==> src/rtl/sd_dat_rx_if.sv <==
// Bundle of the DAT receive stage's control, serial and result signals.
// The master drives the request/abort and serial line; the slave is the deserializer.
interface sd_dat_rx_if #(
  parameter int N = 8
);
  logic         start_rx;
  logic         abort;
  logic         dat_in;
  logic [N-1:0] parallel;
  logic         word_valid;
  logic         block_done;
  logic         crc_error;
  logic         end_error;
  logic         timeout;
  logic         busy;

  modport master (
    output start_rx, abort, dat_in,
    input  parallel, word_valid, block_done, crc_error, end_error, timeout, busy
  );

  modport slave (
    input  start_rx, abort, dat_in,
    output parallel, word_valid, block_done, crc_error, end_error, timeout, busy
  );
endinterface

==> src/rtl/sd_dat_rx_deserializer.sv <==
// SD DAT-line receiver: waits for a start bit, deserializes a block MSB first,
// then checks the trailing CRC16-CCITT and end bit and reports the result.
module sd_dat_rx_deserializer #(
  parameter int N              = 8,
  parameter int BLOCK_WORDS    = 512,
  parameter int TIMEOUT_CYCLES = 65535
) (
  input  logic     sd_clock,
  input  logic     reset,
  sd_dat_rx_if.slave bus
);
  localparam int DATA_BITS = BLOCK_WORDS * N;
  localparam int CNT_W     = $clog2(DATA_BITS + 18);
  localparam int TO_W      = $clog2(TIMEOUT_CYCLES + 1);
  localparam int WB_W      = $clog2(N);

  localparam logic [CNT_W-1:0] LAST_DATA_BIT = CNT_W'(DATA_BITS - 1);
  localparam logic [CNT_W-1:0] LAST_CRC_BIT  = CNT_W'(DATA_BITS + 15);
  localparam logic [TO_W-1:0]  TO_LIMIT      = TO_W'(TIMEOUT_CYCLES);
  localparam logic [TO_W-1:0]  TO_SAT        = '1;
  localparam logic [WB_W-1:0]  LAST_WORD_BIT = WB_W'(N - 1);
  localparam logic [15:0]      CRC_POLY      = 16'h1021;

  typedef enum logic [2:0] {IDLE, WAIT_START, DATA, CRC, END, DONE} state_t;

  state_t           state_reg;
  logic [N-2:0]     shift_reg;
  logic [N-1:0]     parallel_reg;
  logic             word_valid_reg;
  logic             block_done_reg;
  logic             crc_error_reg;
  logic             end_error_reg;
  logic             timeout_reg;
  logic [15:0]      crc_reg;
  logic [15:0]      rx_crc_reg;
  logic [CNT_W-1:0] bit_cnt_reg;
  logic [WB_W-1:0]  word_bit_reg;
  logic [TO_W-1:0]  to_cnt_reg;

  logic [N-1:0]     word_next;
  logic [15:0]      crc_next;
  logic [TO_W-1:0]  to_cnt_next;
  logic             crc_fb;

  always_comb begin
    word_next   = {shift_reg, bus.dat_in};
    crc_fb      = crc_reg[15] ^ bus.dat_in;
    crc_next    = {crc_reg[14:0], 1'b0} ^ (crc_fb ? CRC_POLY : 16'h0000);
    // Saturating so a huge TIMEOUT_CYCLES can never wrap back to zero.
    to_cnt_next = (to_cnt_reg == TO_SAT) ? to_cnt_reg : to_cnt_reg + 1'b1;
  end

  always_ff @(posedge sd_clock) begin
    if (reset) begin
      state_reg      <= IDLE;
      shift_reg      <= '0;
      parallel_reg   <= '0;
      word_valid_reg <= 1'b0;
      block_done_reg <= 1'b0;
      crc_error_reg  <= 1'b0;
      end_error_reg  <= 1'b0;
      timeout_reg    <= 1'b0;
      crc_reg        <= '0;
      rx_crc_reg     <= '0;
      bit_cnt_reg    <= '0;
      word_bit_reg   <= '0;
      to_cnt_reg     <= '0;
    end else begin
      word_valid_reg <= 1'b0;
      block_done_reg <= 1'b0;
      if (bus.abort && state_reg != IDLE) begin
        state_reg <= IDLE;
      end else begin
        case (state_reg)
          IDLE: begin
            if (bus.start_rx && !bus.abort) begin
              state_reg     <= WAIT_START;
              crc_error_reg <= 1'b0;
              end_error_reg <= 1'b0;
              timeout_reg   <= 1'b0;
              to_cnt_reg    <= '0;
              crc_reg       <= '0;
              bit_cnt_reg   <= '0;
              word_bit_reg  <= '0;
            end
          end
          WAIT_START: begin
            if (!bus.dat_in) begin
              state_reg <= DATA;
            end else begin
              to_cnt_reg <= to_cnt_next;
              if (to_cnt_next >= TO_LIMIT) begin
                state_reg      <= DONE;
                timeout_reg    <= 1'b1;
                block_done_reg <= 1'b1;
              end
            end
          end
          DATA: begin
            shift_reg   <= word_next[N-2:0];
            crc_reg     <= crc_next;
            bit_cnt_reg <= bit_cnt_reg + 1'b1;
            if (word_bit_reg == LAST_WORD_BIT) begin
              parallel_reg   <= word_next;
              word_valid_reg <= 1'b1;
              word_bit_reg   <= '0;
            end else begin
              word_bit_reg <= word_bit_reg + 1'b1;
            end
            if (bit_cnt_reg == LAST_DATA_BIT)
              state_reg <= CRC;
          end
          CRC: begin
            rx_crc_reg  <= {rx_crc_reg[14:0], bus.dat_in};
            bit_cnt_reg <= bit_cnt_reg + 1'b1;
            if (bit_cnt_reg == LAST_CRC_BIT)
              state_reg <= END;
          end
          END: begin
            end_error_reg  <= !bus.dat_in;
            crc_error_reg  <= (rx_crc_reg != crc_reg);
            block_done_reg <= 1'b1;
            state_reg      <= DONE;
          end
          DONE: state_reg <= IDLE;
          default: state_reg <= IDLE;
        endcase
      end
    end
  end

  assign bus.parallel   = parallel_reg;
  assign bus.word_valid = word_valid_reg;
  assign bus.block_done = block_done_reg;
  assign bus.crc_error  = crc_error_reg;
  assign bus.end_error  = end_error_reg;
  assign bus.timeout    = timeout_reg;
  assign bus.busy       = (state_reg != IDLE);
endmodule

==> src/flat_wrapper.sv <==
// flat-port wrapper written by rule: the top's interface ports become plain ports
module sd_dat_rx_deserializer_flat 
#(
  parameter int N              = 8,
  parameter int BLOCK_WORDS    = 512,
  parameter int TIMEOUT_CYCLES = 65535
)
  (sd_clock, reset, bus_start_rx, bus_abort, bus_dat_in, bus_parallel, bus_word_valid, bus_block_done, bus_crc_error, bus_end_error, bus_timeout, bus_busy);
  sd_dat_rx_if #(.N(N)) bus_i ();
  input  logic sd_clock;
  input  logic reset;
  input wire logic [$bits(bus_i.start_rx)-1:0] bus_start_rx;
  input wire logic [$bits(bus_i.abort)-1:0] bus_abort;
  input wire logic [$bits(bus_i.dat_in)-1:0] bus_dat_in;
  output wire logic [$bits(bus_i.parallel)-1:0] bus_parallel;
  output wire logic [$bits(bus_i.word_valid)-1:0] bus_word_valid;
  output wire logic [$bits(bus_i.block_done)-1:0] bus_block_done;
  output wire logic [$bits(bus_i.crc_error)-1:0] bus_crc_error;
  output wire logic [$bits(bus_i.end_error)-1:0] bus_end_error;
  output wire logic [$bits(bus_i.timeout)-1:0] bus_timeout;
  output wire logic [$bits(bus_i.busy)-1:0] bus_busy;
  assign bus_i.start_rx = bus_start_rx;
  assign bus_i.abort = bus_abort;
  assign bus_i.dat_in = bus_dat_in;
  assign bus_parallel = bus_i.parallel;
  assign bus_word_valid = bus_i.word_valid;
  assign bus_block_done = bus_i.block_done;
  assign bus_crc_error = bus_i.crc_error;
  assign bus_end_error = bus_i.end_error;
  assign bus_timeout = bus_i.timeout;
  assign bus_busy = bus_i.busy;
  sd_dat_rx_deserializer #(.N(N), .BLOCK_WORDS(BLOCK_WORDS), .TIMEOUT_CYCLES(TIMEOUT_CYCLES)) u_core (.sd_clock(sd_clock), .reset(reset), .bus(bus_i));
endmodule
==> config.mk <==
export PLATFORM = sky130hd
export DESIGN_NAME = sd_dat_rx_deserializer_flat
export DESIGN_NICKNAME = d
export VERILOG_FILES = /design/src/rtl/sd_dat_rx_if.sv /design/src/rtl/sd_dat_rx_deserializer.sv /design/src/flat_wrapper.sv
export SDC_FILE = /design/constraint.sdc
export NUM_CORES = 1
export LEC_CHECK = 0
export CAP_MARGIN = 20
export CORE_MARGIN = 5
export CORE_UTILIZATION = 33
export CTS_CLUSTER_DIAMETER = 100
export DETAILED_ROUTE_END_ITERATION = 6
export DONT_BUFFER_PORTS = 1
export PLACE_DENSITY_LB_ADDON = 0.2
export SLEW_MARGIN = 40
export SYNTH_ARGS = -nofsm -noshare
export SYNTH_HDL_FRONTEND = slang
export SYNTH_SLANG_ARGS = --single-unit
==> constraint.sdc <==
create_clock -name sd_clock -period 2.2 [get_ports sd_clock]
set_input_delay 0 -clock sd_clock [delete_from_list [all_inputs] [get_ports sd_clock]]
set_output_delay 0 -clock sd_clock [all_outputs]
set_load 0.01 [all_outputs]
==> summary.md, run 1 <==
| Metric | Value |
|---|---|
| Run status | `finished clean` |
| Synth top area share | `between 40% and 50%` |
| Clk_lat worst skew | `between 0.3 and 0.4 ns` |
| Worst-path fanout max | `5` |
| Final period util | `94.7%` |
| Crit path kind | `flop to flop` |
| Drt pass-1 iters | `5` |
| Worst VDD drop | `~0.31 mV` |
| Sequential Power Share | `a little under half` |
| Final Max Tran Viols | `0` |
| Post-synth top flop | `dfxtp_1` |
| Place WS | `0.00718 ns` |
| Clock Pin Slew Worst Setup and Hold Paths | `around 0.07 ns` |
| CTS tree | `yes` |
| Hpwl dp | `about 6.9 mm` |
| DRC Markers | `0` |
| Vias in the first global route | `~3500` |
| Synth cell types | `54` |
| I/O Buffers | `0` |
| P&R area growth vs syn | `16.4%` |
| Synth top area cells | `dfxtp_1 (42%), nand2_1 (9.0%), a21oi_1 (8.2%)` |
| Cell Area, Synth | `approximately 4200 um^2` |
| Wire length of the first global-routing pass | `~17 mm` |
| Startpoint Class | `flop` |
| Dpl cells | `689` |
| Post-route setup TNS | `0 ns` |
| Max Cap Viol | `0` |
| Gpl congestion | `around 0.85` |
| H-tree depth | `3` |
| Initial antenna violation count | `0` |
| GR Util All Layers | `about 14%` |
| CORE AREA | `between 10000 and 15000 um^2` |
| Internal | `~2.5 mW` |
| Row cnt | `~40` |
| CTS buffer count | `9` |
| Non-filler instance count after layout | `just over 700` |
| Sw Pwr | `0.797 mW` |
| Sw Ratio | `around 24%` |
| Final setup fails | `0` |
| Largest net degree at the start of global routing | `88` |
| Commonest cells post-synth | `nand2_1 (100), dfxtp_1 (87), a21oi_1 (68), nor2_1 (43), nand3_1 (42)` |
| Die Footprint | `around 15000 um^2` |
| Share of layout cells above drive strength 1 | `around an eighth` |
| Routed Antenna Nets | `0` |
| Post-route minimum period | `2.08 ns` |
| Initial core utilization | `roughly 33%` |
| Routed length per placed instance | `14.6 um` |
| Fmax | `480 MHz` |
| WL final | `between 10 and 15 mm` |
| Hold Crit Class | `primary input to flop` |
| Synth Instances | `531` |
| Static leakage | `1.56 nW` |
| Final worst setup slack | `between 0.1 and 0.15 ns` |
| YS warnings | `0` |
| Cell taking the most area after synthesis | `dfxtp_1` |
| Power per cell area | `686 nW/um^2` |
| Clk Tree Root Cell | `clkbuf_16` |
| Slew @ Worst Pin | `0.626 ns` |
| Final hold vios | `0` |
| Starting DRT DRC Count | `between 300 and 400` |
| Worst EP required | `around 2.5 ns` |
| DIE WIDTH | `roughly 120 um` |
| Vias per cell | `about 5.2` |
| Post-synth EDFFs | `0` |
| Final Skew | `0.00566 ns` |
| Combinational group share of total power | `under 10%` |
| Io pins | `19` |
| Most common cell in the netlist | `nand2_1` |
| Mapped Nets | `between 500 and 600` |
| Clock share of power | `between 40% and 50%` |
| Clk buf depth | `2` |
| Number of synthesized register bits | `just under 90` |
| Layout Nets | `between 500 and 600` |
| DIE HEIGHT | `between 100 and 150 um` |
| CTS Sinks | `between 80 and 90` |
| Asr flop ratio synth | `0%` |
| Relative slew slack | `about three fifths` |
| DR vias | `around 3700` |
| Worst path arrival time | `2.35 ns` |
| Syn Area/Cell | `7.82 um^2` |
| Worst Setup End Kind | `flop` |
| Register area share after synthesis | `42.0%` |
| # diodes | `0` |
| GRT Residual Overflow | `0` |
==> placed cells by master (no fill, tap or decap), types with 7 or more instances in the layout <==
cell type	n
nor3_1	15
and3_1	7
buf_4	24
nand3_1	41
a31oi_1	11
a311oi_1	7
clkbuf_16	9
nor2_1	43
nand4_1	8
o21ai_0	11
dfxtp_1	81
nand2_1	100
a21oi_1	68
xnor2_1	23
==> cell type report <==
type	count	area (um^2)
multi-input cells	405	2290
flip-flops and latches	87	1750
inverters	5	18.8
well taps	172	215
clock buffers	9	225
repair buffers	29	258
fillers	1286	7630
clock inverters	7	76.3
==> power groups by stage <==
stage	Sequential [mW]	Combinational, mW	Clock [mW]
2_1_floorplan	1.62	0.101	0
3_3_place_gp	1.62	0.112	0
3_5_place_dp	1.62	0.112	0
4_1_cts	1.58	0.153	1.62
5_1_grt	1.58	0.169	1.68
6_report	1.58	0.153	1.58
==> critical path, stage by stage, from the launching register on <==
cell and delay (ns):
dfxtp_4 0.37, ha_4 0.18, nand3_4 0.09, nor2_4 0.16, mux2i_1 0.24, a31oi_1 0.12, a2111oi_2 0.42, nand4_2 0.20
a31oi_1 0.22
==> stage by stage <==
stage | hold slack (ns) | power [mW] | util, % | area, um^2
2_1_floorplan | 0.232 | 1.72 | - | 4150
3_3_place_gp | 0.0832 | 1.73 | 35.3 | 4400
3_5_place_dp | 0.0861 | 1.73 | 35.3 | 4400
4_1_cts | 0.0199 | 3.36 | 38.2 | 4760
5_1_grt | 0.0562 | 3.43 | 38.8 | 4830
6_report | 0.0275 | 3.31 | 38.8 | 4830
==> logic make-up (layout without fill, tap and decap cells) <==
kind of cell	Yosys count	count (layout)	share of synthesized area (%)
flops	87	87	42.0
fa+ha+maj	4	4	1.21
buf+inv	39	50	3.68
xor+xnor	28	28	5.91
simple gates	247	247	28.8
compound gates	122	122	17.5
mux	4	4	0.964
==> metal layers <==
metal  global-route usage, %  wire (um)
met5                       0          0
met3                    3.25        619
met4                    6.23        200
met1                    19.6       4720
met2                    21.9       4870
==> timing repair <==
action | 4_1_cts | 5_1_grt
hold buffers | 4 | 0
buffers inserted | 0 | 5
pin swaps | 0 | 7
hold endpoints to repair | 87 | 0
setup endpoints to repair | 2 | 3
resized for setup | 1 | 12
==> path summary, 6_finish.rpt <==
path,end,cells past startpoint,from,slack [ns]
worst max-delay path,u_core.state_reg[2],8,u_core.to_cnt_reg[1],0.12
worst min-delay path,u_core.bus.end_error,3,bus_abort,0.03
worst max register to register,u_core.state_reg[2],8,u_core.to_cnt_reg[1],0.12
worst min register to register,u_core.word_bit_reg[2],2,u_core.word_bit_reg[2],0.46
Power figures use the tool's default switching activity.
==> run 2, diff against run 1 <==
Settings changed: PLACE_DENSITY_LB_ADDON 0.2 to 0.25.
Clock period 2.2 ns to 2.35 ns, I/O delays scaled along.
==> run 2 against run 1 <==
Against the previous run: worst hold slack lost 0.010 ns; clock power down 12%; utilization is 1.2 points lower; largest power group unchanged.
==> summary.md, run 2 (synthesized netlist as in run 1, its figures left out) <==
| Metric | Value |
|---|---|
| Total power | `3.01 mW (-9.1%)` |
| Hpwl dp | `6.77 mm (-1.3%)` |
| DRC Markers | `0 (unchanged)` |
| CTS buffer count | `9 (unchanged)` |
| Routed length per placed instance | `14.7 um (+0.87%)` |
| # fillers | `1325 (+3.0%)` |
| Dpl cell area | `4320 um^2 (-1.7%)` |
| Slew @ Worst Pin | `0.609 ns (-0.0175 ns)` |
| Hold slack | `0.0173 ns (-0.0102 ns)` |
| Vias in the first global route | `3599 (+3.6%)` |
| Sw Pwr | `0.734 mW (-7.9%)` |
| # Post-CTS Setup Buffers | `0 (unchanged)` |
| Worst EP required | `2.62 ns (+0.15 ns)` |
| Share of layout cells above drive strength 1 | `8.30% (-3.5 points)` |
| Hold Path Origin | `bus_abort` |
| Hold Crit Class | `primary input to flop` |
| Worst-path fanout max | `6 (+1)` |
| P&R area growth vs syn | `12.8%` |
| Final hold vios | `0 (unchanged)` |
| Final Max Tran Viols | `0 (unchanged)` |
| Die Footprint | `14900 um^2 (unchanged)` |
| Static leakage | `1.48 nW (-5.0%)` |
| Design area | `4680 um^2 (-3.1%)` |
| Largest net degree at the start of global routing | `88 (unchanged)` |
| Clk Tree Root Cell | `clkbuf_16` |
| Drt pass-1 iters | `4 (-1)` |
| Hold Path End | `u_core.bus.block_done` |
| Commonest non-fill, non-tap cell in the layout | `nand2_1` |
| Post-route setup TNS | `0 ns (unchanged)` |
| GRT Residual Overflow | `0 (unchanged)` |
| Clock Pin Slew Worst Setup and Hold Paths | `0.07 ns (about the same)` |
| DIE WIDTH | `122 um (unchanged)` |
| Startpoint Class | `flop` |
| GR Util All Layers | `14.6% (+0.17 points)` |
| Final Skew | `0.00802 ns (+0.00236 ns)` |
| R2r worst-path depth | `7 (-1)` |
| Final setup fails | `0 (unchanged)` |
| Relative slew slack | `59.4% (+1.2 points)` |
| Crit path kind | `flop to flop` |
| Worst VDD drop | `0.322 mV (+4.5%)` |
| Clk buf depth | `2 (unchanged)` |
| Gpl congestion | `0.848 (+0.17%)` |
| RSZ-0062 raised after global routing | `no` |
| Worst Setup End Kind | `flop` |
| Initial antenna violation count | `0 (unchanged)` |
| Routed Antenna Nets | `0 (unchanged)` |
| Clock share of power | `46.3% (-1.3 points)` |
| WL final | `10.3 mm (-0.83%)` |
| Place WS | `0.0897 ns (+0.0825 ns)` |
| Reg2reg start | `u_core.to_cnt_reg[1]` |
| Dpl cells | `681 (-1.2%)` |
| Sw Ratio | `24.4% (+0.33 points)` |
| Clk_lat worst skew | `0.34 ns (about the same)` |
| Io pins | `19 (unchanged)` |
| Hold Crit Depth | `3 (unchanged)` |
| H-tree depth | `3 (unchanged)` |
| Final period util | `93.5% (-1.2 points)` |
| CORE AREA | `12500 um^2 (unchanged)` |
| DIE HEIGHT | `122 um (unchanged)` |
| Combinational group share of total power | `4.5% (about the same)` |
| Starting DRT DRC Count | `212 (-38%)` |
| Power per cell area | `643 nW/um^2 (-6.2%)` |
| Vias per cell | `5.31 (+1.7%)` |
| Row cnt | `41 (unchanged)` |
| Reg2Reg Setup Slack | `0.15 ns (+0.04 ns)` |
| Worst path arrival time | `2.46 ns (+0.11 ns)` |
| Layout Nets | `534 (-2.2%)` |
| Non-filler instance count after layout | `702 (-1.7%)` |
| Most frequent cells in the layout | `nand2_1 (100), dfxtp_1 (87), a21oi_1 (68)` |
| I/O Buffers | `0 (unchanged)` |
| Internal | `2.28 mW (-9.5%)` |
| Final worst setup slack | `0.153 ns (+0.0365 ns)` |
| Wire length of the first global-routing pass | `17.5 mm (+1.6%)` |
| # diodes | `0 (unchanged)` |
| DR vias | `3725 (-0.054%)` |
| Post-layout util | `37.6% (-1.2 points)` |
| Critical R2R Capture | `u_core.state_reg[2]` |
| Initial core utilization | `33.3% (unchanged)` |
| Run status | `finished clean` |
| CTS Sinks | `87 (unchanged)` |
| Max Cap Viol | `0 (unchanged)` |
| Fmax | `455 MHz (-5.2%)` |
| Sequential Power Share | `49.2% (+1.4 points)` |
| CP Launch Point | `u_core.to_cnt_reg[1]` |
| CTS tree | `yes` |
| Post-route minimum period | `2.20 ns (+0.113 ns)` |
-- run 2: area by class of cell --
type                    count  area, um^2  area share (%)
inverters                   5        18.8           0.401
well taps                 172         215            4.59
flip-flops and latches     87        1740            37.2
clock inverters             6        51.3            1.10
repair buffers             17         158            3.37
multi-input cells         405        2260            48.3
clock buffers              10         239            5.10
-- run 2: worst max path at each step --
stage                                to  slack, ns  cells after the start
floorplan            u_core.bus.timeout       0.36                      8
global placement     u_core.bus.timeout       0.24                      7
detailed placement  u_core.state_reg[2]       0.09                      7
CTS                 u_core.state_reg[2]       0.07                      7
global route        u_core.state_reg[2]       0.01                      7
finish              u_core.state_reg[2]       0.15                      7
-- run 2: power groups by stage --
stage          combinational, mW  sequential [mW]  clock, mW
5_1_grt                    0.150             1.48       1.49
4_1_cts                    0.137             1.48       1.43
6_report                   0.136             1.48       1.39
2_1_floorplan             0.0943             1.51          0
3_3_place_gp              0.0988             1.51          0
3_5_place_dp               0.100             1.52          0
-- run 2: critical path, cell delays in order (launching register included) --
cell and delay (ns):
dfxtp_1 0.45, ha_2 0.28, and3_2 0.27, and3_1 0.21, o221ai_1 0.16, a2111oi_2 0.37, nand4_2 0.20, a31oi_1 0.20
-- run 2: timing repair --
item / 4_1_cts / 5_1_grt
resized for setup: 0 / 2
setup endpoints to repair: 0 / 3
hold endpoints to repair: 87 / 0
hold buffers: 5 / 0
-- run 2: layer usage --
layer,up-vias,GRT usage (%),part of all wire (%)
li1,1868,-,-
met1,1779,18.8,47
met2,65,23.9,48
met3,13,3.39,4.0
met4,0,5.11,1.4
met5,-,0,0
==> run 3, diff against run 2 <==
Settings changed: RECOVER_POWER set to 50.
==> run 3 against run 2 <==
Against the previous run: global-route usage unchanged; setup slack worse by 0.0045 ns; worst hold slack got worse by 0.0015 ns.
==> summary.md, run 3 (synthesized netlist as in run 1, its figures left out) <==
| Metric | Value |
|---|---|
| Wire length of the first global-routing pass | `17.5 mm (unchanged)` |
| Hold Crit Class | `primary input to flop` |
| Final hold vios | `0 (unchanged)` |
| Hpwl dp | `6.77 mm (unchanged)` |
| DIE HEIGHT | `122 um (unchanged)` |
| Hold Path Origin | `bus_abort` |
| GRT Residual Overflow | `0 (unchanged)` |
| Relative slew slack | `59.5% (+0.095 points)` |
| Startpoint Class | `flop` |
| Clk Tree Root Cell | `clkbuf_16` |
| Fmax | `454 MHz (-0.20%)` |
| Final Max Tran Viols | `0 (unchanged)` |
| Clk_lat worst skew | `0.34 ns (about the same)` |
| Dpl cell area | `4320 um^2 (unchanged)` |
| Vias in the first global route | `3599 (unchanged)` |
| Initial core utilization | `33.3% (unchanged)` |
| Clk buf depth | `2 (unchanged)` |
| CP Launch Point | `u_core.to_cnt_reg[1]` |
| Worst-path fanout max | `6 (unchanged)` |
| # diodes | `0 (unchanged)` |
| Design area | `4670 um^2 (-0.27%)` |
| Largest stage delay on the critical path | `0.45 ns (about the same)` |
| DRC Markers | `0 (unchanged)` |
| Static leakage | `1.48 nW (-0.46%)` |
| Worst EP required | `2.62 ns (about the same)` |
| Reg2reg start | `u_core.to_cnt_reg[1]` |
| Routed Antenna Nets | `0 (unchanged)` |
| Final period util | `93.7% (+0.19 points)` |
| RSZ-0062 raised after global routing | `no` |
| Worst Setup End Kind | `flop` |
| Die Footprint | `14900 um^2 (unchanged)` |
| Max Cap Viol | `0 (unchanged)` |
| Final setup fails | `0 (unchanged)` |
| Io pins | `19 (unchanged)` |
| Slew @ Worst Pin | `0.607 ns (-0.00142 ns)` |
| Share of layout cells above drive strength 1 | `7.92% (-0.38 points)` |
| Run status | `finished clean` |
| Post-route minimum period | `2.20 ns (+0.00445 ns)` |
| Worst path arrival time | `2.47 ns (about the same)` |
| CTS tree | `yes` |
| Row cnt | `41 (unchanged)` |
| Post-route setup TNS | `0 ns (unchanged)` |
| Crit path kind | `flop to flop` |
| Clock Pin Slew Worst Setup and Hold Paths | `0.07 ns (about the same)` |
| Initial antenna violation count | `0 (unchanged)` |
| Gpl congestion | `0.848 (unchanged)` |
| DIE WIDTH | `122 um (unchanged)` |
| Top Family by Delay on Critical Path | `compound AO/OA/AOI/OAI gates` |
| CTS Sinks | `87 (unchanged)` |
| GR Util All Layers | `14.6% (unchanged)` |
| P&R area growth vs syn | `12.5%` |
| H-tree depth | `3 (unchanged)` |
| WL final | `10.3 mm (about the same)` |
| I/O Buffers | `0 (unchanged)` |
| CORE AREA | `12500 um^2 (unchanged)` |
| Commonest non-fill, non-tap cell in the layout | `nand2_1` |
| Starting DRT DRC Count | `209 (-1.4%)` |
| Power per cell area | `643 nW/um^2 (+0.11%)` |
| Worst VDD drop | `0.320 mV (-0.64%)` |
| Routed length per placed instance | `14.7 um (about the same)` |
| CTS buffer count | `9 (unchanged)` |
| Vias per cell | `5.29 (-0.30%)` |
| Slowest stage cell, crit path | `dfxtp_1` |
| Drt pass-1 iters | `4 (unchanged)` |
| DR vias | `3714 (-0.30%)` |
| Final Skew | `0.00830 ns (+0.000289 ns)` |
| Most frequent cells in the layout | `nand2_1 (100), dfxtp_1 (87), a21oi_1 (68)` |
| Bufs and invs on worst path | `0 (unchanged)` |
| Worst-path cell chain | `ha_2, and3_2, and3_1, o221ai_1, a2111oi_2, nand4_2, a31oi_1` |
| Layout Nets | `534 (unchanged)` |
| Largest net degree at the start of global routing | `88 (unchanged)` |
run 3: cell type report:
type	instances	area [um^2]
clock buffer	10	239
tap	172	215
fill	1329	7790
clock inverter	6	51.3
inverter	5	18.8
multi-input combinational	405	2250
timing repair buffer	17	151
sequential	87	1740
run 3: path summary, 6_finish.rpt:
path,to,slack (ns),cells past startpoint
setup / recovery,u_core.state_reg[2],0.15,7
hold / removal,u_core.bus.block_done,0.02,3
setup reg to reg,u_core.state_reg[2],0.15,7
hold reg to reg,u_core.shift_reg[1],0.47,2
run 3: power by group:
| group | internal (mW) | switching (mW) | total (mW) |
|---|---|---|---|
| clock | 0.761 | 0.630 | 1.39 |
| sequential | 1.48 | 0.00418 | 1.48 |
| combinational | 0.0371 | 0.0969 | 0.134 |
run 3: tightest hold or removal path: stages:
cell and delay [ns]:
nor2_1 0.02, nand2_1 0.17, o22ai_1 0.10
run 3: what timing repair did:
| item | CTS | global route |
|---|---|---|
| resized for setup | 0 | 2 |
| endpoints found under the hold margin | 87 | 0 |
| setup endpoints to repair | 0 | 3 |
| hold buffers | 5 | 0 |
| setup buffers | 0 | 0 |
run 3: routing by layer:
layer  vias up  global-route usage, %  wire length [um]
met3        11                   3.39               381
li1       1865                      -                 -
met2        59                   23.9              4940
met5         -                      0                 0
met1      1779                   18.8              4880
met4         0                   5.11               135
run 3: metrics by stage:
step	cells	hold WS, ns	utilization [%]	power [mW]	setup WS [ns]
finish	702	0.0159	37.5	3.01	0.149
CTS	702	0.0191	37.5	3.05	0.0736
detailed placement	681	0.0837	34.7	1.62	0.0897
floorplan	531	0.232	-	1.61	0.359
global placement	681	0.0829	34.7	1.61	0.242
global route	702	0.0386	37.5	3.12	0.0104
